**config.mk**
```make
export PLATFORM = sky130hd
export DESIGN_NAME = vending_machine_multi_slot_flat
export DESIGN_NICKNAME = d
export VERILOG_FILES = /design/src/rtl/vending_machine_multi_slot_pkg.sv /design/src/rtl/vending_machine_multi_slot_if.sv /design/src/rtl/vending_machine_multi_slot_change_payout.sv /design/src/rtl/vending_machine_multi_slot.sv /design/src/flat_wrapper.sv
export SDC_FILE = /design/constraint.sdc
export NUM_CORES = 1
export LEC_CHECK = 0
export CORE_UTILIZATION = 40
export CTS_BUF_LIST = sky130_fd_sc_hd__clkbuf_4 sky130_fd_sc_hd__clkbuf_8
export CTS_CLUSTER_DIAMETER = 120
export CTS_CLUSTER_SIZE = 25
export DETAILED_ROUTE_END_ITERATION = 8
export HOLD_SLACK_MARGIN = 0.15
export PLACE_DENSITY = 0.67
export SLEW_MARGIN = 10
export SYNTH_ARGS = -nofsm -noshare
export SYNTH_HDL_FRONTEND = slang
export SYNTH_HIERARCHICAL = 1
export SYNTH_SLANG_ARGS = --single-unit
```
**constraint.sdc**
```tcl
create_clock -name clk -period 6.7 [get_ports clk]
set_input_delay 0.67 -clock clk [delete_from_list [all_inputs] [get_ports clk]]
set_output_delay 0.67 -clock clk [all_outputs]
set_load 0.02 [all_outputs]
```
**src/rtl/vending_machine_multi_slot_pkg.sv**
```systemverilog
// Shared encodings and coin helpers for the multi-slot vending controller.
// The greedy selector assumes balances are always a multiple of 5.
package vm_pkg;

  typedef enum logic [1:0] {
    ST_IDLE     = 2'd0,
    ST_COLLECT  = 2'd1,
    ST_DISPENSE = 2'd2,
    ST_PAYOUT   = 2'd3
  } state_t;

  localparam logic [2:0] COIN_NONE = 3'b000;
  localparam logic [2:0] COIN_5    = 3'b001;
  localparam logic [2:0] COIN_10   = 3'b010;
  localparam logic [2:0] COIN_50   = 3'b011;
  localparam logic [2:0] COIN_100  = 3'b100;
  localparam logic [2:0] COIN_500  = 3'b101;

  function automatic logic [9:0] coin_value(input logic [2:0] code);
    case (code)
      COIN_5:   return 10'd5;
      COIN_10:  return 10'd10;
      COIN_50:  return 10'd50;
      COIN_100: return 10'd100;
      COIN_500: return 10'd500;
      default:  return 10'd0;
    endcase
  endfunction

  function automatic logic coin_code_valid(input logic [2:0] code);
    return code <= COIN_500;
  endfunction

  function automatic logic [2:0] largest_coin(input logic [31:0] amount);
    if (amount >= 32'd500)     return COIN_500;
    else if (amount >= 32'd100) return COIN_100;
    else if (amount >= 32'd50)  return COIN_50;
    else if (amount >= 32'd10)  return COIN_10;
    else if (amount >= 32'd5)   return COIN_5;
    else                        return COIN_NONE;
  endfunction

endpackage

```
**src/rtl/vending_machine_multi_slot_if.sv**
```systemverilog
// Customer, pricing and coin-return signals of the multi-slot vending controller.
interface vending_machine_multi_slot_if #(
  parameter int NUM_SLOTS = 4,
  parameter int BAL_W     = 16
);
  localparam int SEL_W = $clog2(NUM_SLOTS);

  logic [2:0]       coin;
  logic [SEL_W-1:0] sel;
  logic             buy;
  logic             refund;
  logic             mode_select;
  logic             price_wr;
  logic [BAL_W-1:0] price_val;
  logic             restock;

  logic             product;
  logic [SEL_W-1:0] product_slot;
  logic             refund_signal;
  logic             sold_out;
  logic             coin_reject;
  logic [BAL_W-1:0] balance;
  logic [2:0]       change_coin;
  logic             change_valid;
  logic             busy;

  modport master (
    output coin, sel, buy, refund, mode_select, price_wr, price_val, restock,
    input  product, product_slot, refund_signal, sold_out, coin_reject,
           balance, change_coin, change_valid, busy
  );

  modport slave (
    input  coin, sel, buy, refund, mode_select, price_wr, price_val, restock,
    output product, product_slot, refund_signal, sold_out, coin_reject,
           balance, change_coin, change_valid, busy
  );
endinterface

```
**src/rtl/vending_machine_multi_slot_change_payout.sv**
```systemverilog
// Greedy change selector: largest coin not exceeding the remaining balance.
module vm_change_payout
  import vm_pkg::*;
#(
  parameter int BAL_W = 16
) (
  input  logic [BAL_W-1:0] remaining,
  output logic [2:0]       coin_code,
  output logic [BAL_W-1:0] coin_val
);
  always_comb begin
    coin_code = largest_coin(32'(remaining));
    coin_val  = BAL_W'(coin_value(coin_code));
  end
endmodule

```
**src/rtl/vending_machine_multi_slot.sv**
```systemverilog
// Multi-slot vending controller with manual/auto-bulk selling and greedy coin payout.
// state    | meaning
// IDLE     | no credit, price writes allowed
// COLLECT  | credit held, waiting for buy or refund
// DISPENSE | one item out per cycle, balance and stock debited
// PAYOUT   | one change coin per cycle until balance is 0
module vending_machine_multi_slot
  import vm_pkg::*;
#(
  parameter int NUM_SLOTS  = 4,
  parameter int BAL_W      = 16,
  parameter int BAL_MAX    = 1000,
  parameter int STOCK_W    = 4,
  parameter int PRICE_INIT = 100
) (
  input logic clk,
  input logic reset,
  vending_machine_multi_slot_if.slave bus
);
  localparam int SEL_W = $clog2(NUM_SLOTS);
  localparam logic [STOCK_W-1:0] STOCK_MAX = '1;
  localparam logic [BAL_W:0]     BAL_LIMIT = (BAL_W+1)'(BAL_MAX);
  localparam logic [BAL_W-1:0]   PRICE_RST = BAL_W'(PRICE_INIT);

  state_t           state;
  logic [BAL_W-1:0] price [NUM_SLOTS];
  logic [STOCK_W-1:0] stock [NUM_SLOTS];
  logic [SEL_W-1:0] slot_q;
  logic [BAL_W-1:0] balance_q;
  logic             product_q, refund_q, sold_out_q, reject_q, change_valid_q, busy_q;
  logic [SEL_W-1:0] product_slot_q;
  logic [2:0]       change_coin_q;

  logic [BAL_W-1:0]   coin_amt, pay_val, disp_price, disp_rem;
  logic [BAL_W:0]     coin_sum;
  logic [2:0]         pay_code;
  logic               coin_present, coin_credit, price_ok;
  logic [STOCK_W-1:0] disp_stock;

  vm_change_payout #(.BAL_W(BAL_W)) u_payout (
    .remaining (balance_q),
    .coin_code (pay_code),
    .coin_val  (pay_val)
  );

  assign coin_amt     = BAL_W'(coin_value(bus.coin));
  assign coin_sum     = {1'b0, balance_q} + {1'b0, coin_amt};
  assign coin_present = bus.coin != COIN_NONE;
  assign coin_credit  = coin_present && coin_code_valid(bus.coin) && (coin_sum <= BAL_LIMIT)
                        && (state == ST_IDLE || state == ST_COLLECT);
  assign price_ok     = (bus.price_val != '0) && ((bus.price_val % BAL_W'(5)) == '0)
                        && ({1'b0, bus.price_val} <= BAL_LIMIT);
  assign disp_price   = price[slot_q];
  assign disp_rem     = balance_q - disp_price;
  // Stock the slot will hold after this dispense, with a same-cycle restock winning.
  assign disp_stock   = (bus.restock && bus.sel == slot_q) ? STOCK_MAX
                        : stock[slot_q] - STOCK_W'(1);

  always_ff @(posedge clk or posedge reset) begin
    if (reset) begin
      state          <= ST_IDLE;
      slot_q         <= '0;
      balance_q      <= '0;
      product_q      <= 1'b0;
      product_slot_q <= '0;
      refund_q       <= 1'b0;
      sold_out_q     <= 1'b0;
      reject_q       <= 1'b0;
      change_coin_q  <= COIN_NONE;
      change_valid_q <= 1'b0;
      busy_q         <= 1'b0;
      for (int i = 0; i < NUM_SLOTS; i++) begin
        price[i] <= PRICE_RST;
        stock[i] <= STOCK_MAX;
      end
    end else begin
      product_q      <= 1'b0;
      product_slot_q <= '0;
      refund_q       <= 1'b0;
      sold_out_q     <= 1'b0;
      reject_q       <= coin_present && !coin_credit;
      change_coin_q  <= COIN_NONE;
      change_valid_q <= 1'b0;
      busy_q         <= 1'b0;

      case (state)
        ST_IDLE: begin
          if (coin_credit) begin
            balance_q <= coin_sum[BAL_W-1:0];
            state     <= ST_COLLECT;
          end
          if (bus.price_wr && price_ok) price[bus.sel] <= bus.price_val;
        end
        ST_COLLECT: begin
          if (coin_credit) balance_q <= coin_sum[BAL_W-1:0];
          // Buy is judged on the balance before any coin arriving this cycle.
          if (bus.refund) begin
            refund_q <= 1'b1;
            busy_q   <= 1'b1;
            state    <= ST_PAYOUT;
          end else if (bus.buy) begin
            if (stock[bus.sel] == '0) begin
              sold_out_q <= 1'b1;
            end else if (balance_q >= price[bus.sel]) begin
              slot_q <= bus.sel;
              busy_q <= 1'b1;
              state  <= ST_DISPENSE;
            end
          end
        end
        ST_DISPENSE: begin
          product_q      <= 1'b1;
          product_slot_q <= slot_q;
          balance_q      <= disp_rem;
          stock[slot_q]  <= stock[slot_q] - STOCK_W'(1);
          if (!bus.mode_select) begin
            state <= (disp_rem != '0) ? ST_COLLECT : ST_IDLE;
          end else if (disp_rem >= disp_price && disp_stock != '0) begin
            busy_q <= 1'b1;
            state  <= ST_DISPENSE;
          end else if (disp_rem != '0) begin
            busy_q <= 1'b1;
            state  <= ST_PAYOUT;
          end else begin
            state <= ST_IDLE;
          end
        end
        ST_PAYOUT: begin
          if (balance_q != '0) begin
            change_valid_q <= 1'b1;
            change_coin_q  <= pay_code;
            balance_q      <= balance_q - pay_val;
          end
          if (balance_q == pay_val) state <= ST_IDLE;
          else                      busy_q <= 1'b1;
        end
        default: state <= ST_IDLE;
      endcase

      if (bus.restock) stock[bus.sel] <= STOCK_MAX;
    end
  end

  assign bus.product       = product_q;
  assign bus.product_slot  = product_slot_q;
  assign bus.refund_signal = refund_q;
  assign bus.sold_out      = sold_out_q;
  assign bus.coin_reject   = reject_q;
  assign bus.balance       = balance_q;
  assign bus.change_coin   = change_coin_q;
  assign bus.change_valid  = change_valid_q;
  assign bus.busy          = busy_q;
endmodule

```
**src/flat_wrapper.sv**
```systemverilog
// flat-port wrapper written by rule: the top's interface ports become plain ports
module vending_machine_multi_slot_flat import vm_pkg::*;
#(
  parameter int NUM_SLOTS  = 4,
  parameter int BAL_W      = 16,
  parameter int BAL_MAX    = 1000,
  parameter int STOCK_W    = 4,
  parameter int PRICE_INIT = 100
)
  (clk, reset, bus_coin, bus_sel, bus_buy, bus_refund, bus_mode_select, bus_price_wr, bus_price_val, bus_restock, bus_product, bus_product_slot, bus_refund_signal, bus_sold_out, bus_coin_reject, bus_balance, bus_change_coin, bus_change_valid, bus_busy);
  vending_machine_multi_slot_if #(.NUM_SLOTS(NUM_SLOTS), .BAL_W(BAL_W)) bus_i ();
  input logic clk;
  input logic reset;
  input wire logic [$bits(bus_i.coin)-1:0] bus_coin;
  input wire logic [$bits(bus_i.sel)-1:0] bus_sel;
  input wire logic [$bits(bus_i.buy)-1:0] bus_buy;
  input wire logic [$bits(bus_i.refund)-1:0] bus_refund;
  input wire logic [$bits(bus_i.mode_select)-1:0] bus_mode_select;
  input wire logic [$bits(bus_i.price_wr)-1:0] bus_price_wr;
  input wire logic [$bits(bus_i.price_val)-1:0] bus_price_val;
  input wire logic [$bits(bus_i.restock)-1:0] bus_restock;
  output wire logic [$bits(bus_i.product)-1:0] bus_product;
  output wire logic [$bits(bus_i.product_slot)-1:0] bus_product_slot;
  output wire logic [$bits(bus_i.refund_signal)-1:0] bus_refund_signal;
  output wire logic [$bits(bus_i.sold_out)-1:0] bus_sold_out;
  output wire logic [$bits(bus_i.coin_reject)-1:0] bus_coin_reject;
  output wire logic [$bits(bus_i.balance)-1:0] bus_balance;
  output wire logic [$bits(bus_i.change_coin)-1:0] bus_change_coin;
  output wire logic [$bits(bus_i.change_valid)-1:0] bus_change_valid;
  output wire logic [$bits(bus_i.busy)-1:0] bus_busy;
  assign bus_i.coin = bus_coin;
  assign bus_i.sel = bus_sel;
  assign bus_i.buy = bus_buy;
  assign bus_i.refund = bus_refund;
  assign bus_i.mode_select = bus_mode_select;
  assign bus_i.price_wr = bus_price_wr;
  assign bus_i.price_val = bus_price_val;
  assign bus_i.restock = bus_restock;
  assign bus_product = bus_i.product;
  assign bus_product_slot = bus_i.product_slot;
  assign bus_refund_signal = bus_i.refund_signal;
  assign bus_sold_out = bus_i.sold_out;
  assign bus_coin_reject = bus_i.coin_reject;
  assign bus_balance = bus_i.balance;
  assign bus_change_coin = bus_i.change_coin;
  assign bus_change_valid = bus_i.change_valid;
  assign bus_busy = bus_i.busy;
  vending_machine_multi_slot #(.NUM_SLOTS(NUM_SLOTS), .BAL_W(BAL_W), .BAL_MAX(BAL_MAX), .STOCK_W(STOCK_W), .PRICE_INIT(PRICE_INIT)) u_core (.clk(clk), .reset(reset), .bus(bus_i));
endmodule
```
==> reports/qor.yml, run 1 <==
clocking:
  path_clk_slew_ps: 100
  cts_root_buffer: "clkbuf_8"
  hold_buffers: 0
  cts_tree: "built"
  cts_max_level: 3
  clk_latency_ps: 400
  cts_max_path_buffers: 2
  cts_buffers: 9
  cts.sinks: 111
global_route:
  grt-ovfl-total: 0
  grt_pass1_vias: 9344
  antenna_found_initial: 0
  grt.total_usage_pct: 21.5
  grt_pass1_wl_um: 46800
  grt_max_degree: 86
sta:
  hold_viol_final: 0
  finalMaxSlewViolations: 0
  layout_min_cycle_time_ps: 6620
  period_share_pct: 98.8
  timing.final.ws_setup_ps: 80.4
  slew-limit-headroom_pct: 28.7
  final-setup-viol-count: 0
  fmax_ghz: 0.151
  worst_pin_slew_ps: 1070
  rsz0062_at_grt: "true"
  clock_skew_ps: 18.4
floorplanning:
  dieWidth_um: 165
  start_util_pct: 40.8
  die_h_um: 165
  fp.coreArea_mm2: 0.0261
  die_area_mm2: 0.0273
  ios: 55
  rows: 59
place:
  pre_cts_ws_ps: -437
  io_buffers: 54
  placed_cells: 1623
  place_congestion: 0.904
  hpwlAfterDp_um: 21400
yosys:
  syn_avg_cell_area_um2: 9.04
  synth_area_leaders: "dfrtp_1 (20%), ha_1 (9.2%), mux4_2 (7.8%)"
  ys_ff_latch: 111
  synth_area_mm2: 0.0106
  ys_types: 104
  ys_seq_area_share_pct: 26.4
  synthCells: 1177
  ys_async_sr_fraction_pct: 100
  synth_top_area_share_pct: 19.5
  synth_area_leader_cell: "dfrtp_1"
  ys_warn_count: 6
  ys.flop_type: "dfrtp_1"
  synth_edf_count: 0
cells_and_area:
  fin_cells: 1651
  nets: 1420
  diodes: 0
  multi_input_area_mm2: 0.00740
  drive_above_1_share_pct: 25.4
  final_util_pct: 49.4
  area_growth_pct: 21.1
  seqCellArea_mm2: 0.00281
  nFillCells: 2404
worst_hold_path:
  holdPathStages: 1
  worstHoldStart: "u_core/price[17]"
  holdPathEnd: "u_core/price[17]"
  hold_path_class: "register to register"
critical_path:
  reg2reg_depth: 26
  crit_top_cell: "buf_4"
  rr_startpoint: "u_core/slot_q[0]"
  reg2reg_to: "u_core/state[0]"
  cp.arrival_ps: 6890
  reg2reg_slack_ps: 690
  end_kind: "register"
  critPathMaxFanout: 20
  critPathKind: "input port to register"
  cpPeakStageDelay_ps: 510
  start_kind: "input port"
  cp.required_ps: 6970
  crit_slowest_cell: "or4_4"
outcome:
  status: "finished clean"
detailed_routing:
  drt_iter0_markers: 716
  wire_per_inst_um: 17.6
  avgViaCountPerCell: 5.81
  ant_nets: 0
  drt_drc_violations_left: 0
  dr_total_vias: 9590
  routed_wl_um: 29000
  firstDrtPassIters: 5
power_and_ir_drop:
  powerDensity_mw_per_mm2: 135
  p_leak_nw: 5.61
  ir_drop_mv: 0.0951
flow_run:
  maxCapViolations: 0
[flip-flops by register name, indices dropped and copies added (netlist names)]
name                      flops
u_core/price                 64
u_core/bus.balance           16
u_core/stock                 16
u_core/bus.change_coin        3
u_core/bus.product_slot       2
u_core/slot_q                 2
u_core/state                  2
u_core/bus.busy               1
u_core/bus.change_valid       1
u_core/bus.coin_reject        1
u_core/bus.product            1
u_core/bus.refund_signal      1
u_core/bus.sold_out           1
[Yosys cell counts, drive strengths merged (9+ instances only)]
cell type / number
nor4: 16
dfrtp: 83
and3: 20
nand2: 87
nand2b: 21
nand3: 20
inv: 108
xor2: 16
o21ai: 63
and2: 16
buf: 35
a21boi: 10
dfstp: 28
mux2: 44
nand3b: 12
mux4: 37
nor3: 20
o211ai: 18
a21oi: 68
nor2: 59
clkbuf: 37
ha: 78
xnor2: 29
a211oi: 16
a31oi: 9
nor2b: 31
a21o: 25
a221oi: 9
nand4: 11
[repair_timing]
item                                    in CTS  in global routing
pin swaps                                    2                 14
endpoints found under the setup margin      28                 64
setup buffers                                0                 10
gates resized for setup                      5                 67
cloned                                       0                  2
[cell usage in the layout, fill, tap and decap left out, types with 12 or more instances in the layout]
master,count
nor3_1,14
dfrtp_1,83
and2_1,14
ha_1,77
and3_1,18
nor2_1,58
a21o_1,25
mux2_2,28
nor2b_1,29
xor2_1,16
inv_1,107
clkdlybuf4s50_1,51
nand2_1,86
nand3_1,20
o211ai_1,17
mux4_2,37
nand2b_1,20
a21oi_1,60
o21ai_0,58
buf_4,126
xnor2_1,28
dfstp_2,28
a211oi_1,13
mux2_1,12
nand3b_1,12
[report_power, final]
part | switching, W | internal, W | total, W
Sequential | 0.0000139 | 0.000682 | 0.000696
Combinational | 0.000332 | 0.000302 | 0.000634
Clock | 0.000245 | 0.000166 | 0.000412
Total | 0.000591 | 0.00115 | 0.00174
[how the worst max path moves through the flow]
stage	endpoint	start	slack, ps
final	u_core/price[39]	bus_price_val[14]	80
after global routing	u_core/price[39]	bus_price_val[14]	-140
after CTS	u_core/price[55]	bus_price_val[15]	2
after detailed placement	u_core/price[49]	bus_price_val[12]	-440
after global placement	u_core/price[56]	bus_price_val[11]	-300
after floorplan	u_core/price[55]	bus_price_val[12]	370
[metal layers]
metal	vias to the layer above	GRT usage, %	share of wire [%]	wire length [um]
met3	46	1.92	3.7	1070
met2	252	36.9	49	14200
met5	-	0	0	0
met4	0	7.21	2.4	690
met1	4708	28.3	45	13100
li1	4584	-	-	-
[cell families (layout without fill, tap and decap cells)]
family	Yosys count	in the layout	synth area share (%)
fa+ha+maj	81	81	9.73
buf+inv	182	314	7.35
xor+xnor	45	45	3.70
other cells	1	7	0.0352
flops	111	111	26.4
mux	88	88	13.3
simple gates	350	350	18.3
compound gates	319	320	21.2
[area by class of cell]
type	count	share of cell area, %
Multi-Input combinational cell	891	57.5
Sequential cell	111	21.8
Timing Repair Buffer	188	12.7
Inverter	110	3.25
Tap cell	335	3.25
Clock buffer	12	1.23
Clock inverter	4	0.301
[critical path, delay by kind of cell]
kind	cells	cell delay, ps
fa+ha+maj	1	220
compound gates	15	2570
buf+inv	9	1780
simple gates	4	1300
mux	1	350
[metrics by stage]
step           power, W  setup TNS, ps  hold slack, ps  instance area, um^2
2_1_floorplan   0.00107              0             466                10700
3_3_place_gp    0.00127         -12140             483                12200
3_5_place_dp    0.00128         -19550             491                12200
4_1_cts         0.00170              0             515                12500
5_1_grt         0.00184          -2920             545                12900
6_report        0.00174              0             515                12900
(Power assumes the default switching activity.)
==> inputs of run 2 (changes only) <==
CORE_ASPECT_RATIO = 0.9   (was default)
==> run 2 against run 1 <==
Against the previous run:
- cell area grew 1.1%
- clock-buffer cell count is the same
- clock power grew 10%
- die area is essentially flat
==> reports/qor.yml, run 2 (synthesis results as in run 1) <==
outcome:
  status: "finished clean"
global_route:
  grt.total_usage_pct: 21.1
  grt_max_degree: 63
  grt-ovfl-total: 0
  grt_pass1_wl_um: 47200
  grt_pass1_vias: 9305
  antenna_found_initial: 0
cells_and_area:
  seqCellArea_mm2: 0.00281
  largest_reg_flops: 64
  area_growth_pct: 22.4
  final_util_pct: 50.0
  nFillCells: 2388
  fin_cells: 1673
  layout_common_cells: "buf_4 (135), inv_1 (107), nand2_1 (84), dfrtp_1 (83), ha_1 (77)"
  multi_input_area_mm2: 0.00745
  nets: 1429
  diodes: 0
  regMostFlops: "u_core/price"
  drive_above_1_share_pct: 26.1
  layout.cells.most_common: "buf_4"
power_and_ir_drop:
  pwr-share-seq_pct: 38.4
  switching_share_pct: 33.3
  power_w: 0.00181
  power_frac_comb_pct: 36.6
  internal-power_w: 0.00121
  p_switching_w: 0.000603
  ir_drop_mv: 0.0841
  power_frac_clock_pct: 25.0
  p_leak_nw: 5.67
  powerDensity_mw_per_mm2: 139
critical_path:
  reg2reg_depth: 27
  cp.required_ps: 6970
  crit_cells: 30
  cp.arrival_ps: 6850
  path_buf_inv: 9
  critPathMaxFanout: 16
  crit_slowest_cell: "clkdlybuf4s50_1"
  end_kind: "register"
  cp_top_family: "compound AO/OA/AOI/OAI gates"
  start_kind: "input port"
  critPathKind: "input port to register"
  crit_top_cell: "buf_4"
  cpPeakStageDelay_ps: 450
floorplanning:
  die_area_mm2: 0.0273
  dieWidth_um: 174
  start_util_pct: 40.8
  rows: 56
  die_h_um: 157
  ios: 55
  fp.coreArea_mm2: 0.0261
detailed_routing:
  wire_per_inst_um: 17.4
  ant_nets: 0
  routed_wl_um: 29200
  dr_total_vias: 9683
  drt_iter0_markers: 706
  firstDrtPassIters: 5
  drt_drc_violations_left: 0
  avgViaCountPerCell: 5.79
worst_hold_path:
  hold_path_class: "register to register"
  holdPathStages: 2
sta:
  hold_viol_final: 0
  timing.final.ws_setup_ps: 118
  slew-limit-headroom_pct: 48.2
  layout_min_cycle_time_ps: 6580
  clock_skew_ps: 11.7
  period_share_pct: 98.2
  final-setup-viol-count: 0
  finalMaxSlewViolations: 0
  worst_pin_slew_ps: 778
  fmax_ghz: 0.152
place:
  hpwlAfterDp_um: 21600
  io_buffers: 54
  pre_cts_ws_ps: -533
  placed_cells: 1643
  place_congestion: 0.879
clocking:
  clk_latency_ps: 390
  cts.sinks: 111
  cts_tree: "built"
  cts_max_level: 3
  cts_buffers: 9
  path_clk_slew_ps: 100
  cts_root_buffer: "clkbuf_8"
  cts_max_path_buffers: 2
flow_run:
  maxCapViolations: 0
-- run 2: cell types whose count changed in the layout (fill, tap and decap cells not counted), sizes merged --
cell and delta:
bufinv +1, clkinv +3, clkbuf -1, clkdlybuf4s50 -2
dlymetal6s2s +2, inv -2, buf +10, clkinvlp -2
-- run 2: metrics by stage --
stage	area [um^2]	hold slack (ps)	setup TNS (ps)
after global placement	12300	489	-17730
after detailed placement	12300	503	-26120
after floorplan	10700	466	0
after CTS	12600	525	0
final	13000	523	0
after global routing	13000	534	-3790
-- run 2: worst reg2reg max path, cell delays in order, from the launching register on --
cell      delay [ps]
dfrtp_1          370
buf_4            210
mux4_2           540
inv_1            150
ha_1             240
nor2b_1          120
o21ai_0          230
a21boi_0         160
o21ai_0          250
a21boi_0         160
o21ai_0          230
a21boi_0         150
o21ai_0          270
a21boi_0         160
o21ai_0          250
a21boi_0         120
o21ai_0          260
a21boi_0         170
o21ai_0          250
a21oi_1          110
nand2b_1         180
ha_1             310
nand4_1           90
or3_1            360
a21oi_1          210
a21oi_1          100
a221oi_1         270
a311oi_1          70
-- run 2: power groups by stage --
stage / Sequential [W] / Combinational, W / Clock (W)
6_report: 0.000696 / 0.000663 / 0.000453
5_1_grt: 0.000698 / 0.000723 / 0.000489
4_1_cts: 0.000696 / 0.000589 / 0.000470
3_5_place_dp: 0.000708 / 0.000580 / 0
3_3_place_gp: 0.000707 / 0.000573 / 0
2_1_floorplan: 0.000704 / 0.000371 / 0
-- run 2: layer usage --
metal | global-route usage (%) | vias to the layer above | share of wire (%)
met5 | 0 | - | 0
met4 | 6.31 | 0 | 1.8
met3 | 1.92 | 42 | 4.1
met2 | 35.0 | 263 | 47
met1 | 29.3 | 4758 | 47
li1 | - | 4620 | -
-- run 2: final timing paths --
path / startpoint / end / slack [ps]
min in group asynchronous: reset / u_core/bus.balance[14] / 700
worst max-delay path: bus_price_val[11] / u_core/price[4] / 120
worst min register to register: u_core/stock[15] / u_core/stock[15] / 520
worst min-delay path: u_core/stock[15] / u_core/stock[15] / 520
worst max register to register: u_core/slot_q[0] / u_core/state[0] / 570
max in group asynchronous: reset / u_core/price[16] / 4780
-- run 2: area by class of cell --
type	count	share of cell area, %
inverter	110	3.19
tap	348	3.34
sequential	111	21.6
clock buffer	12	1.27
timing repair buffer	197	12.9
clock inverter	4	0.490
multi-input combinational	891	57.2
-- run 2: what timing repair did --
action                                  4_1_cts  5_1_grt
endpoints found under the setup margin       30       64
buffers inserted                              0       12
cloned                                        0        2
resized for setup                             7       78
hold buffers                                  0        0
pin swaps                                     1       19
